## src/rtl/if_prefetch_unit.sv

```systemverilog
// if_prefetch_unit: instruction-fetch stage with a small prefetch queue.
// Issues sequential IM reads ahead of decode, buffers returned instructions
// together with their PC+1, drops wrong-path responses after a redirect and
// feeds the IF/ID pipeline register.
// Optional feature macro: IFQ_BYPASS_EN (response loads IF/ID directly when
// the queue is empty, saving one cycle of fetch latency).
module if_prefetch_unit #(
  parameter int DATA_WIDTH = 16,
  parameter int ADDR_WIDTH = 8,
  parameter int FQ_DEPTH   = 4,
  parameter logic [ADDR_WIDTH-1:0] RESET_PC = {ADDR_WIDTH{1'b0}}
) (
  input  logic                  clk,
  input  logic                  rst,
  input  logic                  PC_src_i,
  input  logic [ADDR_WIDTH-1:0] branchAddr_i,
  input  logic                  jump_i,
  input  logic [ADDR_WIDTH-1:0] jumpAddr_i,
  input  logic                  flushIF_ID_i,
  input  logic                  stallIF_ID_i,
  output logic [ADDR_WIDTH-1:0] im_addr_o,
  output logic                  im_rd_o,
  input  logic                  im_gnt_i,
  input  logic [DATA_WIDTH-1:0] im_rdata_i,
  input  logic                  im_valid_i,
  output logic [DATA_WIDTH-1:0] instrD_IF_ID_rd_o,
  output logic [ADDR_WIDTH-1:0] PCD_IF_ID_rd_o,
  output logic                  validD_IF_ID_rd_o
);

  localparam int PW = $clog2(FQ_DEPTH);
  localparam int CW = PW + 1;
  localparam logic [CW:0]         DEPTH_C = (CW+1)'(FQ_DEPTH);
  localparam logic [CW-1:0]       ZERO_C  = {CW{1'b0}};
  localparam logic [CW-1:0]       ONE_C   = {{(CW-1){1'b0}}, 1'b1};
  localparam logic [PW-1:0]       ONE_P   = {{(PW-1){1'b0}}, 1'b1};
  localparam logic [ADDR_WIDTH-1:0] ONE_A = {{(ADDR_WIDTH-1){1'b0}}, 1'b1};

  // Architectural state
  logic [ADDR_WIDTH-1:0] pc_r, pc_nx_s;
  logic [CW-1:0]         outst_r, outst_nx_s;
  logic [CW-1:0]         drop_cnt_r, drop_nx_s;
  logic [CW-1:0]         q_count_r, q_count_nx_s;
  logic [PW-1:0]         wr_ptr_r, wr_ptr_nx_s, rd_ptr_r, rd_ptr_nx_s;
  logic [DATA_WIDTH-1:0] q_instr_r [FQ_DEPTH];
  logic [ADDR_WIDTH-1:0] q_pcd_r   [FQ_DEPTH];
  logic [DATA_WIDTH-1:0] ifid_instr_r, ifid_instr_nx_s;
  logic [ADDR_WIDTH-1:0] ifid_pcd_r, ifid_pcd_nx_s;
  logic                  ifid_valid_r, ifid_valid_nx_s;

  // Per-cycle decisions
  logic                  redirect_s;
  logic [ADDR_WIDTH-1:0] target_s;
  logic                  issue_s, grant_s, resp_keep_s, bypass_s;
  logic                  push_s, pop_s, q_empty_s;
  logic [CW-1:0]         grant_c_s, valid_c_s;
  logic [ADDR_WIDTH-1:0] resp_pcd_s;

  assign redirect_s = PC_src_i | jump_i;
  assign target_s   = PC_src_i ? branchAddr_i : jumpAddr_i;
  // Request while the queue plus in-flight reads still fit; never in reset
  // or on a redirect cycle, so a grant can never carry a wrong-path address.
  assign issue_s    = rst & ~redirect_s &
                      (({1'b0, q_count_r} + {1'b0, outst_r}) < DEPTH_C);
  assign grant_s    = issue_s & im_gnt_i;
  assign grant_c_s  = {{(CW-1){1'b0}}, grant_s};
  assign valid_c_s  = {{(CW-1){1'b0}}, im_valid_i};
  assign q_empty_s  = (q_count_r == ZERO_C);
  assign resp_keep_s = im_valid_i & ~redirect_s & (drop_cnt_r == ZERO_C);
  // Fetch is sequential and responses are in order, so the oldest live
  // request was issued at pc - outstanding; no address FIFO is needed.
  assign resp_pcd_s = pc_r - ADDR_WIDTH'(outst_r) + ONE_A;

`ifdef IFQ_BYPASS_EN
  assign bypass_s = resp_keep_s & q_empty_s & ~stallIF_ID_i & ~flushIF_ID_i;
`else
  assign bypass_s = 1'b0;
`endif

  assign push_s = resp_keep_s & ~bypass_s;
  assign pop_s  = ~stallIF_ID_i & ~flushIF_ID_i & ~q_empty_s;

  assign im_rd_o   = issue_s;
  assign im_addr_o = pc_r;

  assign instrD_IF_ID_rd_o = ifid_instr_r;
  assign PCD_IF_ID_rd_o    = ifid_pcd_r;
  assign validD_IF_ID_rd_o = ifid_valid_r;

  // Next-state for PC, request/drop counters and queue pointers
  always_comb begin
    pc_nx_s      = pc_r;
    outst_nx_s   = outst_r + grant_c_s - valid_c_s;
    drop_nx_s    = drop_cnt_r;
    q_count_nx_s = q_count_r;
    wr_ptr_nx_s  = wr_ptr_r;
    rd_ptr_nx_s  = rd_ptr_r;
    if (redirect_s) begin
      pc_nx_s = target_s;
    end else if (grant_s) begin
      pc_nx_s = pc_r + ONE_A;
    end else begin
      pc_nx_s = pc_r;
    end
    if (redirect_s) begin
      // Everything still in flight after this cycle belongs to the old path.
      drop_nx_s = outst_r - valid_c_s;
    end else if (im_valid_i && (drop_cnt_r != ZERO_C)) begin
      drop_nx_s = drop_cnt_r - ONE_C;
    end else begin
      drop_nx_s = drop_cnt_r;
    end
    if (redirect_s) begin
      q_count_nx_s = ZERO_C;
      wr_ptr_nx_s  = {PW{1'b0}};
      rd_ptr_nx_s  = {PW{1'b0}};
    end else begin
      wr_ptr_nx_s = push_s ? (wr_ptr_r + ONE_P) : wr_ptr_r;
      rd_ptr_nx_s = pop_s  ? (rd_ptr_r + ONE_P) : rd_ptr_r;
      case ({push_s, pop_s})
        2'b10:   q_count_nx_s = q_count_r + ONE_C;
        2'b01:   q_count_nx_s = q_count_r - ONE_C;
        default: q_count_nx_s = q_count_r;
      endcase
    end
  end

  // Next-state for the IF/ID register: stall > flush > queue head > bypass > bubble
  always_comb begin
    ifid_instr_nx_s = ifid_instr_r;
    ifid_pcd_nx_s   = ifid_pcd_r;
    ifid_valid_nx_s = ifid_valid_r;
    if (stallIF_ID_i) begin
      ifid_instr_nx_s = ifid_instr_r;
      ifid_pcd_nx_s   = ifid_pcd_r;
      ifid_valid_nx_s = ifid_valid_r;
    end else if (flushIF_ID_i) begin
      ifid_instr_nx_s = {DATA_WIDTH{1'b0}};
      ifid_pcd_nx_s   = {ADDR_WIDTH{1'b0}};
      ifid_valid_nx_s = 1'b0;
    end else if (!q_empty_s) begin
      ifid_instr_nx_s = q_instr_r[rd_ptr_r];
      ifid_pcd_nx_s   = q_pcd_r[rd_ptr_r];
      ifid_valid_nx_s = 1'b1;
    end else if (bypass_s) begin
      ifid_instr_nx_s = im_rdata_i;
      ifid_pcd_nx_s   = resp_pcd_s;
      ifid_valid_nx_s = 1'b1;
    end else begin
      ifid_instr_nx_s = {DATA_WIDTH{1'b0}};
      ifid_pcd_nx_s   = {ADDR_WIDTH{1'b0}};
      ifid_valid_nx_s = 1'b0;
    end
  end

  // Control state registers with synchronous active-low reset
  always_ff @(posedge clk) begin
    if (!rst) begin
      pc_r         <= RESET_PC;
      outst_r      <= ZERO_C;
      drop_cnt_r   <= ZERO_C;
      q_count_r    <= ZERO_C;
      wr_ptr_r     <= {PW{1'b0}};
      rd_ptr_r     <= {PW{1'b0}};
      ifid_instr_r <= {DATA_WIDTH{1'b0}};
      ifid_pcd_r   <= {ADDR_WIDTH{1'b0}};
      ifid_valid_r <= 1'b0;
    end else begin
      pc_r         <= pc_nx_s;
      outst_r      <= outst_nx_s;
      drop_cnt_r   <= drop_nx_s;
      q_count_r    <= q_count_nx_s;
      wr_ptr_r     <= wr_ptr_nx_s;
      rd_ptr_r     <= rd_ptr_nx_s;
      ifid_instr_r <= ifid_instr_nx_s;
      ifid_pcd_r   <= ifid_pcd_nx_s;
      ifid_valid_r <= ifid_valid_nx_s;
    end
  end

  // Queue storage; occupancy is tracked by the counters, so data needs no reset
  always_ff @(posedge clk) begin
    if (push_s) begin
      q_instr_r[wr_ptr_r] <= im_rdata_i;
      q_pcd_r[wr_ptr_r]   <= resp_pcd_s;
    end
  end

endmodule

```

## config.mk

```make
export PLATFORM = sky130hd
export DESIGN_NAME = if_prefetch_unit
export DESIGN_NICKNAME = d
export VERILOG_FILES = /design/src/rtl/if_prefetch_unit.sv
export SDC_FILE = /design/constraint.sdc
export NUM_CORES = 1
export LEC_CHECK = 0
export CAP_MARGIN = 20
export CORE_ASPECT_RATIO = 0.75
export CORE_MARGIN = 3
export CORE_UTILIZATION = 42
export DETAILED_ROUTE_END_ITERATION = 10
export MAX_ROUTING_LAYER = met4
export PLACE_DENSITY = 0.68
export SYNTH_ARGS = -nofsm -noshare
export SYNTH_HDL_FRONTEND = slang
export SYNTH_SLANG_ARGS = --single-unit
```

## constraint.sdc

```tcl
create_clock -name clk -period 3.4 [get_ports clk]
set_input_delay 0.34 -clock clk [delete_from_list [all_inputs] [get_ports clk]]
set_output_delay 0.34 -clock clk [all_outputs]
set_load 0.02 [all_outputs]
```

# After elaboration in Yosys (flattened, before gate mapping)
# Memories as Yosys holds them, arrays and structs flattened. A register that Yosys moved wholly into a read port is not among the register bits.
# Index checks and enable logic that the tools add are counted.
[word_totals] n_memories=2 input_bits=40 ram_bits=96 register_bits=46
[classes] mux=18 n_bitwise=13 eq_ne=2 reduce_logical=8 n_lt_le_gt_ge=1 n_addsub=12
[memory_table] memory="q_instr_r" depth=4 word_bits=16 rd=1 rd_ports_with_merged_regs=1 write_ports=1 line="45" source="logic [DATA_WIDTH-1:0] q_instr_r [FQ_DEPTH];"
[memory_table] memory="q_pcd_r" depth=4 word_bits=8 rd=1 rd_ports_with_merged_regs=1 write_ports=1 line="46" source="logic [ADDR_WIDTH-1:0] q_pcd_r [FQ_DEPTH];"
[op_table] op="8-bit 2-to-1 mux" n=5
[op_table] op="16-bit 2-to-1 mux" n=2
[op_table] op="8-bit by 1-bit adder with 8-bit output (second input constant)" n=2
[op_table] op="2-bit 2-to-1 mux" n=4
[op_table] op="8-bit by 3-bit subtractor with 8-bit output" n=1
[op_table] op="1-bit bitwise AND" n=7
[op_table] op="3-bit zero test" n=2
[op_table] op="3-bit 2-to-1 mux" n=2
[op_table] op="3-bit one-hot mux with 2 select lines" n=1
[op_table] op="2-bit nonzero test" n=3
[op_table] op="3-bit by 1-bit subtractor with 3-bit output" n=2
[op_table] op="3-bit by 1-bit subtractor with 3-bit output (second input constant)" n=2
[op_table] op="1-bit NOT" n=5
[op_table] op="2-bit by 1-bit adder with 2-bit output (second input constant)" n=2
[op_table] op="3-bit by 3-bit adder with 4-bit output" n=1
[op_table] op="4-bit by 3-bit < comparator with 1-bit output (second input constant)" n=1
[op_table] op="1-bit 2-to-1 mux" n=4
[op_table] op="3-bit by 1-bit adder with 3-bit output" n=1
[op_table] op="3-bit by 1-bit adder with 3-bit output (second input constant)" n=1
[op_table] op="3-bit nonzero test" n=1
[op_table] op="2-bit by 1-bit == test with 1-bit output (second input constant)" n=1
[op_table] op="2-bit == test (second input constant)" n=1
[op_table] op="2-bit OR reduction" n=1
[op_table] op="1-bit logical AND" n=1
[op_table] op="1-bit OR" n=1

# Longest topological paths before layout
[logic_depth] depth_word=7 depth_mapped=12

# Worst setup path after synthesis
# Ideal clock, no wire load.
[synth_timing] path_type="register to register" from="register outst_r[2]" to="register outst_r[2]" required_ns=3.285 path_stages_with_launch=13 setup_slack_ns=0.911 setup_time_ns=0.115 path_buffers=1 arrival_ns=2.374 path_cell_list="dfxtp_1 -> ha_1 -> nor3_2 -> and3_1 -> buf_6 -> nand3_1 -> ha_1 -> inv_1 -> ha_1 -> inv_1 -> fa_1 -> xnor2_1 -> and2_1"
[synth_via] elab_chain_len=6
[synth_rtl] item="start: declaration" line="41" source="logic [CW-1:0] outst_r, outst_nx_s;"
[synth_rtl] item="start signal: assignment" line="170" source="outst_r <= outst_nx_s;"
[synth_rtl] item="3-bit by 3-bit adder with 4-bit output" line="64" source="(({1'b0, q_count_r} + {1'b0, outst_r}) < DEPTH_C);"
[synth_rtl] item="4-bit by 3-bit < comparator with 1-bit output" line="64"
[synth_rtl] item="1-bit bitwise AND" line="63" source="assign issue_s = rst & ~redirect_s &"
[synth_rtl] item="1-bit bitwise AND" line="65" source="assign grant_s = issue_s & im_gnt_i;"
[synth_rtl] item="3-bit by 1-bit adder with 3-bit output *" line="93" source="outst_nx_s = outst_r + grant_c_s - valid_c_s;"
[synth_rtl] item="3-bit by 1-bit subtractor with 3-bit output *" line="93"
# Every way passes the cells marked *; elsewhere a longest branch is shown, timed or not.
# A chain may end at the register's enable or synchronous reset.

# Final worst setup path
# Same ends and word-level chain as after synthesis.

==> impl_metrics.yaml <==
drt:
  num_vias: 3614
  dr.pass1.iters: 4
  antenna_left: 0
  wl_per_cell_um: 16.8
  drc: 0
  routed_wl_um: 11900
  drt_iter0_markers: 204
  avgViaCountPerCell: 5.10
timing:
  fin_tns_setup_ns: 0
  worst_pin_slew_ns: 0.877
  finalMaxSlewViolations: 0
  fin_worst_hold_slack_ns: 0.515
  rsz0062_at_grt: "no"
  slew_headroom_pct: 41.5
  max_freq_mhz: 356
  setup_violations: 0
  period_minus_slack_ns: 2.81
  fin_skew_ns: 0.00680
  hold_viol_final: 0
  finalCritPeriodShare_pct: 82.6
power_and_ir_drop:
  pwr_density_cell_nw_per_um2: 553
  cellLeakagePower_nw: 2.58
  peakVddDrop_v: 0.000361
setup_path:
  cp-end-kind: "register"
  cp_max_fo: 8
  crit_path_frequent_cell: "ha_1"
  crit_arrival_ns: 3.12
  slowest_delay_ns: 0.42
  path_cells: "ha_1 > nor3_2 > and3_1 > nand3_1 > ha_1 > inv_1 > ha_1 > inv_1 > fa_1 > xnor2_1 > and2_1"
  slowest_stage: "dfxtp_1"
  critical_path_required_ns: 3.71
  cp-start-kind: "register"
  criticalPathCategory: "reg -> reg"
cts:
  cts_made_buffers: 17
  cts_num_sinks: 144
  clk_pin_slew_ns: 0.06
  cts_hold_buf: 0
  clock_path_buffers: 2
  cts_tree: "done"
  clockRootBuffer: "clkbuf_16"
  ctsResizeCount: 0
  post_cts_buffers: 0
  insertion_delay_ns: 0.42
  cts_max_level: 4
placed_design:
  post-place-cells: 676
  gp_congestion: 0.786
  port_buffers: 73
  hpwl_um: 7760
  dpl-instance-area_um2: 7070
synth:
  postSynthCellCount: 416
  ys_types: 47
  synth_edf_count: 96
  synth_nets: 485
  avgSynthCellArea_um2: 14.7
  ys_seq_area_share_pct: 62.8
  synth_seq_cells: 144
  synth-async-reset-ratio_pct: 0
  ys.flop_type: "edfxtp_1"
  synth.cell_area_um2: 6120
  yosys_warnings: 0
grt:
  antenna_found_initial: 0
  grtUsageTotal_pct: 16.1
  grt_overflow: 0
  grt_pass1_wl_um: 19900
  first_global_vias: 3831
  grt_max_degree: 29
cells_and_area:
  final_area_um2: 7610
  antenna_cells: 0
  final_cells: 708
  drive_above_1_share_pct: 13.5
  fin_util_pct: 54.4
  syn2layout_area_growth_pct: 24.2
  final_common_cell: "edfxtp_1"
  nets: 569
  layout_common_cells: "edfxtp_1, clkdlybuf4s50_1, dfxtp_1"
floorplan:
  rows: 37
  initial_core_util_pct: 43.8
  die_w_um: 145
  io_pins: 74
  core_um2: 14000
  die_height_um: 111
  die_area_um2: 16100
flow_run:
  maxCapViolCount: 0
hold_path:
  min_path_type: "reg -> reg"
outcome:
  status: "finished, final reports clean"
final cells by class:
cell class              count  area, um2
repair buffers             84        813
clock inverters            15        111
multi-input cells         227       2070
inverters                  26       97.6
clock buffers              17        425
well taps                 195        244
fillers                  1159       6370
flip-flops and latches    144       3840
cell families (layout without fill, tap and decap cells):
group | after synthesis | count (layout) | share of synthesized area [%]
compound gates | 66 | 66 | 7.68
buf+inv | 45 | 142 | 3.43
fa+ha+maj | 29 | 29 | 6.29
xor+xnor | 17 | 17 | 2.43
flops | 144 | 144 | 62.8
mux | 28 | 28 | 9.48
simple gates | 87 | 87 | 7.93
critical path, delay by kind of cell (launching register included):
kind	cells	cell delay, ns
XOR/XNOR	1	0.14
adder cells (fa/ha/maj)	4	1.09
buffers and inverters	2	0.11
flip-flops	1	0.42
AND/OR/NAND/NOR	4	0.95
sequential cells by signal, summed over array words and instances, names as in the netlist, named ones only:
name	count
q_count_r	3
im_addr_o	8
instrD_IF_ID_rd_o	16
outst_r	3
drop_cnt_r	3
q_instr_r	64
q_pcd_r	32
wr_ptr_r	2
validD_IF_ID_rd_o	1
rd_ptr_r	2
PCD_IF_ID_rd_o	8
through the flow:
| stage | setup WS, ns | power (W) |
|---|---|---|
| global placement | 0.708 | 0.00256 |
| CTS | 0.589 | 0.00424 |
| floorplan | 0.911 | 0.00240 |
| global route | 0.359 | 0.00440 |
| finish | 0.591 | 0.00421 |
| detailed placement | 0.600 | 0.00258 |
cells in the mapped netlist (all sizes together), types with 8 or more instances:
master / number / area share, %
inv: 25 / 1.5
edfxtp: 96 / 47
dfxtp: 48 / 16
ha: 26 / 5.3
a22oi: 26 / 3.2
xnor2: 12 / 1.7
nand2: 15 / 0.92
a21oi: 13 / 1.1
buf: 11 / 1.3
nor2: 15 / 0.92
nor2b: 28 / 2.9
clkbuf: 8 / 0.49
mux4: 24 / 8.8
layer usage:
metal	vias up	GRT usage, %	wire, um
met5	-	-	0
met4	0	3.86	78
met3	10	5.50	515
met2	68	25.0	5750
met1	1806	20.7	5570
li1	1730	-	-
worst paths after layout:
check                                                       to  depth (start not counted)  slack, ns                           start
worst min register to register  validD_IF_ID_rd_o$_SDFFE_PN0N_                          2       0.51  validD_IF_ID_rd_o$_SDFFE_PN0N_
worst max-delay path                     outst_r[2]$_SDFF_PN0_                         11       0.59           outst_r[2]$_SDFF_PN0_
worst min-delay path            validD_IF_ID_rd_o$_SDFFE_PN0N_                          2       0.51  validD_IF_ID_rd_o$_SDFFE_PN0N_
worst max register to register           outst_r[2]$_SDFF_PN0_                         11       0.59           outst_r[2]$_SDFF_PN0_
power breakdown:
group | switching [W] | total, W | leakage (nW) | internal [W]
logic | 0.000282 | 0.000522 | 1.07 | 0.000240
registers | 0.0000430 | 0.00202 | 1.26 | 0.00197
clock network | 0.000732 | 0.00167 | 0.253 | 0.000938
total | 0.00106 | 0.00421 | 2.58 | 0.00315
Power figures use the tool's default switching activity.
